<file path="config.mk">
export PLATFORM = sky130hd
export DESIGN_NAME = id_ex_stage
export DESIGN_NICKNAME = d
export VERILOG_FILES = /design/src/rtl/id_ex_stage.sv
export SDC_FILE = /design/constraint.sdc
export NUM_CORES = 1
export LEC_CHECK = 0
export ABC_CLOCK_PERIOD_IN_PS = 2420
export CAP_MARGIN = 30
export CORE_MARGIN = 2
export CORE_UTILIZATION = 35
export CTS_CLUSTER_SIZE = 16
export DETAILED_ROUTE_END_ITERATION = 16
export DONT_BUFFER_PORTS = 1
export SLEW_MARGIN = 20
export SYNTH_ARGS = -nofsm -noshare
export SYNTH_HDL_FRONTEND = slang
export SYNTH_SLANG_ARGS = --single-unit
</file>
<file path="constraint.sdc">
create_clock -name clk -period 2.42 [get_ports clk]
set_input_delay 0.242 -clock clk [delete_from_list [all_inputs] [get_ports clk]]
set_output_delay 0.242 -clock clk [all_outputs]
set_load 0.02 [all_outputs]
</file>
<file path="src/rtl/id_ex_stage.sv">
// id_ex_stage: one-entry ID/EX pipeline register with valid/ready handshake
// and combinational EX/MEM, MEM/WB operand forwarding on the held entry.
module id_ex_stage #(
    parameter int XLEN = 32
) (
    input  logic            clk,
    input  logic            reset_n,
    input  logic            in_valid,
    output logic            in_ready,
    input  logic            flush,
    input  logic [XLEN-1:0] pc,
    input  logic [XLEN-1:0] rs1_data,
    input  logic [XLEN-1:0] rs2_data,
    input  logic [XLEN-1:0] imm,
    input  logic [4:0]      rs1_addr,
    input  logic [4:0]      rs2_addr,
    input  logic [4:0]      rd_addr,
    input  logic [3:0]      alu_control,
    input  logic            alu_src_a,
    input  logic            alu_src_b,
    input  logic            reg_write,
    input  logic [4:0]      exmem_rd,
    input  logic            exmem_reg_write,
    input  logic [XLEN-1:0] exmem_result,
    input  logic [4:0]      memwb_rd,
    input  logic            memwb_reg_write,
    input  logic [XLEN-1:0] memwb_result,
    input  logic            out_ready,
    output logic            out_valid,
    output logic [XLEN-1:0] alu_a,
    output logic [XLEN-1:0] alu_b,
    output logic [3:0]      alu_control_o,
    output logic [4:0]      rd_o,
    output logic            reg_write_o,
    output logic [XLEN-1:0] store_data
);
    logic [XLEN-1:0] pc_q, rs1_q, rs2_q, imm_q, fwd1, fwd2;
    logic [4:0]      rs1a_q, rs2a_q, rd_q;
    logic [3:0]      ctl_q;
    logic            srca_q, srcb_q, rw_q;

    assign in_ready = (!out_valid || out_ready) && !flush;

    always_ff @(posedge clk or negedge reset_n) begin
        if (!reset_n) begin
            out_valid <= 1'b0;
            pc_q      <= '0;
            rs1_q     <= '0;
            rs2_q     <= '0;
            imm_q     <= '0;
            rs1a_q    <= '0;
            rs2a_q    <= '0;
            rd_q      <= '0;
            ctl_q     <= '0;
            srca_q    <= 1'b0;
            srcb_q    <= 1'b0;
            rw_q      <= 1'b0;
        end else if (flush) begin
            out_valid <= 1'b0;
        end else if (in_valid && in_ready) begin
            out_valid <= 1'b1;
            pc_q      <= pc;
            rs1_q     <= rs1_data;
            rs2_q     <= rs2_data;
            imm_q     <= imm;
            rs1a_q    <= rs1_addr;
            rs2a_q    <= rs2_addr;
            rd_q      <= rd_addr;
            ctl_q     <= alu_control;
            srca_q    <= alu_src_a;
            srcb_q    <= alu_src_b;
            rw_q      <= reg_write;
        end else if (out_ready) begin
            out_valid <= 1'b0;
        end
    end

    // EX/MEM is the younger producer so it wins; x0 is never forwarded
    assign fwd1 = (exmem_reg_write && exmem_rd != 5'd0 && exmem_rd == rs1a_q) ? exmem_result :
                  (memwb_reg_write && memwb_rd != 5'd0 && memwb_rd == rs1a_q) ? memwb_result : rs1_q;
    assign fwd2 = (exmem_reg_write && exmem_rd != 5'd0 && exmem_rd == rs2a_q) ? exmem_result :
                  (memwb_reg_write && memwb_rd != 5'd0 && memwb_rd == rs2a_q) ? memwb_result : rs2_q;

    assign alu_a         = srca_q ? pc_q : fwd1;
    assign alu_b         = srcb_q ? imm_q : fwd2;
    assign store_data    = fwd2;
    assign alu_control_o = ctl_q;
    assign rd_o          = rd_q;
    assign reg_write_o   = rw_q && out_valid;
endmodule

</file>
Yosys cells after proc, flatten, opt, wreduce, memory -nomap -nowiden
Cells that the tools add are included.
{ "totals": {"regBits": 151, "inputBits": 231, "output_inout_bits": 108} }
{ "op_classes": {"n_eq_ne": 4, "n_mux": 9, "n_bitwise": 1, "reduce_logical": 16} }
{ "op_table": {"columns": ["op", "count"], "rows": [
  ["two-way mux 32 bit", 6],
  ["equality test 5 bit", 4],
  ["nonzero test 5 bit", 2],
  ["logical AND 1 bit", 9],
  ["two-way mux 1 bit", 3],
  ["nonzero test 3 bit", 1],
  ["zero test 1 bit", 2],
  ["AND reduction 2 bit", 1],
  ["logical OR 1 bit", 1],
  ["NOT 1 bit", 1]
]} }

Depth between registers and ports, before layout
Gate-level depths: netlist (run 1).
{ "logic_depth": {"depth_word": 6, "depth_mapped": 8, "mapped_depth_nobuf": 5} }

Worst setup path after synthesis (run 1)
Ideal clock, no wire load.
{ "synth_path": {"path_type": "input port to output port", "from": "input memwb_rd[2]", "to": "output alu_a[10]", "arrival_ns": 2.034, "setup_slack_ns": 0.144, "stages": 7, "path_buffers": 2, "cell_sequence": "or4_4 > o211ai_2 > or2_1 > buf_4 > buf_6 > a211oi_1 > o31ai_1"} }
{ "synth_via": {"elab_chain_len": 6} }
{ "synth_lines": {"columns": ["element", "line", "text"], "rows": [
  ["start, declared", "25", "input logic [4:0] memwb_rd,"],
  ["nonzero test 5 bit", "80", "(memwb_reg_write && memwb_rd != 5'd0 && memwb_rd == rs1a_q) ? memwb_result : rs1_q;"],
  ["logical AND 1 bit", "80", null],
  ["logical AND 1 bit *", "80", null],
  ["two-way mux 32 bit *", "80", null],
  ["two-way mux 32 bit *", "79", "assign fwd1 = (exmem_reg_write && exmem_rd != 5'd0 && exmem_rd == rs1a_q) ? exmem_result :"],
  ["two-way mux 32 bit *", "84", "assign alu_a = srca_q ? pc_q : fwd1;"],
  ["end, declared", "30", "output logic [XLEN-1:0] alu_a,"]
]} }
Every way passes the cells marked *; elsewhere a longest branch is shown, timed or not.

Worst setup path in the final report (run 1)
{ "layout_path": {"from": "register rs2a_q[0]", "to": "output alu_b[18]"} }
{ "layout_via": {"elab_chain_len": 5} }
{ "layout_lines": {"columns": ["element", "line", "text"], "rows": [
  ["start, declared", "38", "logic [4:0] rs1a_q, rs2a_q, rd_q;"],
  ["start signal, assigned", "67", "rs2a_q <= rs2_addr;"],
  ["equality test 5 bit", "82", "(memwb_reg_write && memwb_rd != 5'd0 && memwb_rd == rs2a_q) ? memwb_result : rs2_q;"],
  ["logical AND 1 bit", "82", null],
  ["two-way mux 32 bit", "82", null],
  ["two-way mux 32 bit *", "81", "assign fwd2 = (exmem_reg_write && exmem_rd != 5'd0 && exmem_rd == rs2a_q) ? exmem_result :"],
  ["two-way mux 32 bit *", "85", "assign alu_b = srcb_q ? imm_q : fwd2;"],
  ["end, declared", "31", "output logic [XLEN-1:0] alu_b,"]
]} }
Marked as above.

==> out/qor.csv, run 1 <==
metric;value;unit
status;finished, violations left;
failing checks;negative hold slack, negative setup slack;
initial antenna violation count;0;
Post-Syn Area;8127;sq um
worst r2r src;out_valid;
initial drt markers;556;
Post-synth EDFFs;0;
routed via count;7651;
leading area contributor after synthesis;dfrtp_1;
Layout Nets;1283;
Synth area leaders;dfrtp_1 46%, mux2_2 21%, nor2_1 6.0%;
overall power;0.009442;W
FF-to-FF End;imm_q[12];
antenna viol nets, final;0;
fin area;12960;sq um
Die ar.;24450;sq um
vias in the first global route;8140;
Final Setup Violations;95;
# hold bufs at CTS;152;
antenna diode count;0;
Mapped Nets;1030;
htree depth;4;
CORE AREA;22710;sq um
cell leakage power;5.242;nW
setup ws final;-302.8;ps
Num Clock Sinks;151;
fmax;367.3;MHz
port bufs;0;
Seq/Total Area, Yosys;46.50;%
clk_skew;7.411;ps
Max Cap Viol;0;
Vias/cell;5.667;
Longest Clk Path Bufs;2;
combinational share of power;37.8;%
DPL Wire Length;18.93;mm
data required time of the worst path;2180;ps
routed length per instance;23.71;um
Remaining DRCs;0;
period utilization;112.5;%
CP most frequent cell;buf_4;
Largest stage delay, worst path;420;ps
cell count of the worst reg-to-reg path;5;
Tmin final;2723;ps
CP max FO;4;
area occupied by multi-input gates;5144;sq um
root buffer cell;clkbuf_16;
Ys Warns;0;
Crit. End Element;output pin;
RSZ-0062 raised after global routing;yes;
Core Rows;55;
PwrDens;728.6;nW/um^2
critical path data arrival time;2480;ps
layout cells sized above 1;48.45;%
synthesized area per cell;10.17;sq um
placed instance area;9126;sq um
Crit Path Category;reg2out;
most common cell in the synthesized netlist;dfrtp_1;
clock share of power;26.7;%
GRT Util Overall;25.07;%
Most used DFF post-synth;dfrtp_1;
register bit total from synthesis;151;
Flop pwr share;35.6;%
number of distinct library cells after synthesis;30;
CTS tree;done;
cells after synthesis;799;
Crit-path slowest cell;dfrtp_1;
internal power;0.006076;W
crit path cell chain;xnor2_1 -> o211ai_1 -> buf_4 -> buf_4 -> nor2_4 -> buf_4 -> a221oi_4 -> buf_4 -> o31ai_1 -> buf_4;
top cell type's share of synthesized area;46.50;%
Commonest cells post-synth;151 x dfrtp_1, 148 x mux2_2, 130 x nor2_1;
Die Width;156.4;um
die extent in y;156.4;um
total wire length;32.02;mm
TritonCTS Buffers;17;
Starting Density;35.79;%
Tightest Pin Transition;792.7;ps
first-pass GRT wire length;46.18;mm
Reg2Reg Setup Slack;460;ps
CP Launch Type;flop;
Min Hold Slack;-485.4;ps
Net Sw Power;0.003366;W
number of fillers in the final layout;1841;
clock latency on the worst-skew pair;410;ps
crit path from;rs2a_q[0];
P&R area growth vs syn;59.46;%
Critical Path End;alu_b[18];
final hold vios;151;
min-delay worst type;in2async;
asr flop ratio synth;100.0;%
Peak VDD IR;0.3791;mV
io pins;339;
register area;3784;sq um
gpl congestion;0.8521;
gr ovfl total;0;
Worst slew margin;47.15;%
largest net degree at the start of global routing;152;
Worst-path clk slew;70;ps
first drt pass iteration count;7;
Slew Limit Fails;0;
switching share of power;35.65;%
[what timing repair did]
action,in CTS,in global routing
endpoints found under the hold margin,302,151
setup endpoints to repair,96,96
gates cloned,7,3
pin swaps,36,46
buffers inserted,25,11
gates resized for setup,185,93
[registers in the layout, indices dropped and copies added, names as in the netlist]
register       cells
imm_q             32
pc_q              32
rs1_q             32
rs2_q             32
rd_o               5
rs1a_q             5
rs2a_q             5
alu_control_o      4
out_valid          1
rw_q               1
srca_q             1
srcb_q             1
[through the flow]
step                      util [%]  instances  hold slack [ps]  setup TNS, ps  setup WS (ps)
final                        57.06       1350           -485.4         -12100         -302.8
after global routing         57.06       1350           -521.6         -22860         -421.4
after CTS                    54.58       1340           -505.7         -12760         -234.8
after detailed placement     40.19       1127           -49.85          -2574         -146.6
after global placement       40.19       1127           -49.74          -1759         -124.5
after floorplan                  -        799           -53.59              0          144.1
[per-layer routing]
metal	routed length, um	vias up	global-route usage, %
met5	0	-	0
met4	873	0	9.393
met3	2180	51	7.560
met2	16100	336	43.21
met1	12860	3928	29.42
li1	-	3336	-
[layout make-up]
class | count | share of cell area [%]
clock inverters | 13 | 0.7531
well taps | 285 | 2.752
multi-input cells | 551 | 39.69
repair buffers | 297 | 23.20
clock buffers | 19 | 3.418
flip-flops and latches | 151 | 29.20
inverters | 34 | 0.9848
[layout by cell type, fill, tap and decap left out, types with 3 or more instances in the layout]
| cell type | instances |
|---|---|
| nor2_4 | 32 |
| inv_1 | 34 |
| xnor2_1 | 15 |
| dfrtp_2 | 4 |
| clkinv_2 | 3 |
| nor2_2 | 30 |
| xnor2_2 | 3 |
| nand2_1 | 66 |
| nor2_1 | 70 |
| clkinvlp_4 | 4 |
| a221oi_4 | 5 |
| dlygate4sd3_1 | 152 |
| o31ai_4 | 5 |
| buf_4 | 103 |
| inv_6 | 4 |
| clkbuf_16 | 20 |
| nor3_4 | 3 |
| dfrtp_1 | 147 |
| a211oi_4 | 17 |
| mux2_2 | 148 |
| o31ai_1 | 35 |
| a221oi_1 | 3 |
| o31ai_2 | 23 |
| nor3_2 | 22 |
| a211oi_2 | 15 |
| nor3_1 | 10 |
| buf_6 | 17 |
| a221oi_2 | 23 |
| buf_12 | 18 |
[power groups by stage]
stage / registers, W / logic, W / clock network (W)
finish: 0.00336 / 0.00356 / 0.00252
global route: 0.00341 / 0.00376 / 0.00268
CTS: 0.00331 / 0.00327 / 0.00257
detailed placement: 0.00332 / 0.00270 / 0
global placement: 0.00330 / 0.00267 / 0
floorplan: 0.00320 / 0.00182 / 0
[worst min path at each step]
| stage | cells after the start | end |
|---|---|---|
| finish | 0 | rd_o[1] |
| global route | 0 | rs1a_q[1] |
| CTS | 0 | rd_o[0] |
| detailed placement | 0 | rd_o[0] |
| global placement | 0 | rd_o[0] |
| floorplan | 0 | alu_control_o[0] |
[critical path, delay by kind of cell (launching register included)]
family / cells / cell delay (ps)
compound gates: 3 / 470
simple gates: 1 / 110
buf+inv: 5 / 910
flops: 1 / 420
xor+xnor: 1 / 160
[cell families after synthesis]
group | count (synthesis) | synth area share (%)
flip-flops | 151 | 46.50
AND/OR/NAND/NOR | 245 | 12.33
AO/OA/AOI/OAI | 135 | 12.90
XOR/XNOR | 19 | 2.048
multiplexers | 150 | 20.75
buffers and inverters | 99 | 5.466
Power figures use the tool's default switching activity.
==> inputs of run 2 (changes only) <==
==> constraint.sdc (replaced) <==
create_clock -name clk -period 2.42 [get_ports clk]
set_input_delay 0.484 -clock clk [delete_from_list [all_inputs] [get_ports clk]]
set_output_delay 0.484 -clock clk [all_outputs]
set_load 0.02 [all_outputs]
==> run 2 against run 1 <==
  * Register-to-register slack better by 20 ps
  * Setup slack worse by 320 ps
  * Highest routed layer unchanged
  * Largest power group unchanged
  * Critical path type unchanged
  * The flow still finishes with violations (negative hold slack, negative setup slack)
  * Maximum frequency is 10% lower
  * First-iteration DRC count is 17% lower
==> out/qor.csv, run 2 (synthesized netlist as in run 1, its figures left out) <==
metric;value;unit;change
area occupied by multi-input gates;5746;sq um;was 5144 sq um
min-delay worst type;in2async;;unchanged
fin cells;1265;;was 1350
placed instance area;9844;sq um;was 9126 sq um
register area;3790;sq um;was 3784 sq um
antenna viol nets, final;0;;unchanged
Die ar.;24450;sq um;unchanged
final core utilization;57.39;%;was 57.06%
number of fillers in the final layout;1853;;was 1841
Die Width;156.4;um;unchanged
TritonCTS Buffers;17;;unchanged
Reg2Reg Setup Slack;480;ps;was 460 ps
placed instance count;1152;;was 1127
clock latency on the worst-skew pair;420;ps;was 410 ps
Vias/cell;5.736;;was 5.667
Buf/Inv on CP;7;;was 5
clock share of power;26.9;%;was 26.7%
CORE AREA;22710;sq um;unchanged
Crit Path Category;reg2out;;unchanged
Remaining DRCs;0;;unchanged
first drt pass iteration count;4;;was 7
Num Clock Sinks;151;;unchanged
total wire length;33.41;mm;was 32.02 mm
PwrDens;781.1;nW/um^2;was 728.6 nW/um^2
Net Sw Power;0.003600;W;was 0.003366 W
data required time of the worst path;1940;ps;was 2180 ps
Crit. End Element;output pin;;unchanged
initial drt markers;460;;was 556
Slew Limit Fails;0;;unchanged
CP Launch Type;flop;;unchanged
setup ws final;-618.5;ps;was -302.8 ps
htree depth;4;;unchanged
P&R area growth vs syn;60.37;%;was 59.46%
CP max FO;7;;was 4
status;finished, violations left;;unchanged
period utilization;125.6;%;was 112.5%
Worst-path clk slew;70;ps;about the same
Tightest Pin Transition;447.8;ps;was 792.7 ps
Largest stage delay, worst path;430;ps;was 420 ps
root buffer cell;clkbuf_16;;unchanged
Max Cap Viol;0;;unchanged
GRT Util Overall;26.14;%;was 25.07%
port bufs;0;;unchanged
Flop pwr share;33.2;%;was 35.6%
crit path cell chain;buf_6 -> xnor2_2 -> nand4_1 -> buf_4 -> buf_6 -> nor2_4 -> buf_12 -> buf_12 -> a221oi_2 -> buf_4 -> o31ai_2 -> buf_4;;was xnor2_1 -> o211ai_1 -> buf_4 -> buf_4 -> nor2_4 -> buf_4 -> a221oi_4 -> buf_4 -> o31ai_1 -> buf_4
die extent in y;156.4;um;unchanged
CP most frequent cell;buf_4;;unchanged
Peak VDD IR;0.4697;mV;was 0.3791 mV
internal power;0.006580;W;was 0.006076 W
gr ovfl total;0;;unchanged
Min Hold Slack;-241.8;ps;was -485.4 ps
vias in the first global route;7562;;was 8140
switching share of power;35.36;%;was 35.65%
failing checks;negative hold slack, negative setup slack;;unchanged
Tmin final;3039;ps;was 2723 ps
Top delay family on crit path;buffers and inverters;;unchanged
Layout Nets;1196;;was 1283
largest net degree at the start of global routing;152;;unchanged
Crit-path slowest cell;dfrtp_1;;unchanged
Longest Clk Path Bufs;2;;unchanged
combinational share of power;39.9;%;was 37.8%
DPL Wire Length;19.63;mm;was 18.93 mm
CTS tree;done;;unchanged
gpl congestion;0.8065;;was 0.8521
Core Rows;55;;unchanged
Starting Density;35.79;%;unchanged
routed via count;7256;;was 7651
most common cell after layout, fill and taps aside;mux2_2;;was dlygate4sd3_1
Worst slew margin;70.15;%;was 47.15%
cell leakage power;5.359;nW;was 5.242 nW
clk_skew;12.05;ps;was 7.411 ps
fmax;329.1;MHz;was 367.3 MHz
io pins;339;;unchanged
first-pass GRT wire length;46.88;mm;was 46.18 mm
final hold vios;151;;unchanged
Final Setup Violations;96;;was 95
fin area;13030;sq um;was 12960 sq um
layout cells sized above 1;63.80;%;was 48.45%
critical path data arrival time;2550;ps;was 2480 ps
most frequent cells in the layout;148 x mux2_2, 146 x dfrtp_1, 120 x buf_4;;was 152 x dlygate4sd3_1, 148 x mux2_2, 147 x dfrtp_1
RSZ-0062 raised after global routing;yes;;unchanged
initial antenna violation count;2;;was 0
routed length per instance;26.41;um;was 23.71 um
==> run 2: worst paths after layout <==
check / start / endpoint / cells past startpoint
worst min-delay path: reset_n / imm_q[27] / 0
worst max register to register: out_valid / rs1_q[14] / 5
max in group asynchronous: reset_n / rs1a_q[0] / 0
worst max-delay path: rs2a_q[3] / alu_b[28] / 12
min in group clk: flush / out_valid / 1
worst min register to register: rw_q / rw_q / 1
==> run 2: final cells by class <==
class | instances | area share [%]
clock inverters | 12 | 1.104
multi-input cells | 551 | 44.09
repair buffers | 210 | 18.55
clock buffers | 20 | 3.427
inverters | 34 | 0.9793
diodes | 2 | 0.03840
well taps | 285 | 2.736
flip-flops and latches | 151 | 29.08
==> run 2: power groups by stage <==
stage	Clock [W]	Combinational (W)	Sequential [W]
global route	0.00290	0.00427	0.00343
finish	0.00274	0.00406	0.00338
global placement	0	0.00304	0.00331
detailed placement	0	0.00308	0.00332
CTS	0.00279	0.00370	0.00333
floorplan	0	0.00209	0.00320
==> run 2: routing by layer <==
layer | GRT usage (%) | share of wire, %
met5 | 0 | 0
met4 | 10.88 | 3.2
met3 | 8.169 | 7.3
met2 | 41.85 | 49
met1 | 32.75 | 41
==> run 2: through the flow <==
step / setup slack [ps] / power [W] / setup TNS, ps
after global placement: -431.8 / 0.006349 / -30420
after floorplan: -150.9 / 0.005293 / -10960
after global routing: -725.7 / 0.01060 / -55790
after detailed placement: -475.2 / 0.006403 / -33480
final: -618.5 / 0.01018 / -46390
after CTS: -565.2 / 0.009815 / -44650
==> run 2: what timing repair did <==
item / CTS / global route
pin swaps: 81 / 63
endpoints found under the setup margin: 96 / 96
gates resized for setup: 186 / 129
cloned: 14 / 0
hold endpoints to repair: 151 / 151
buffers inserted: 43 / 33
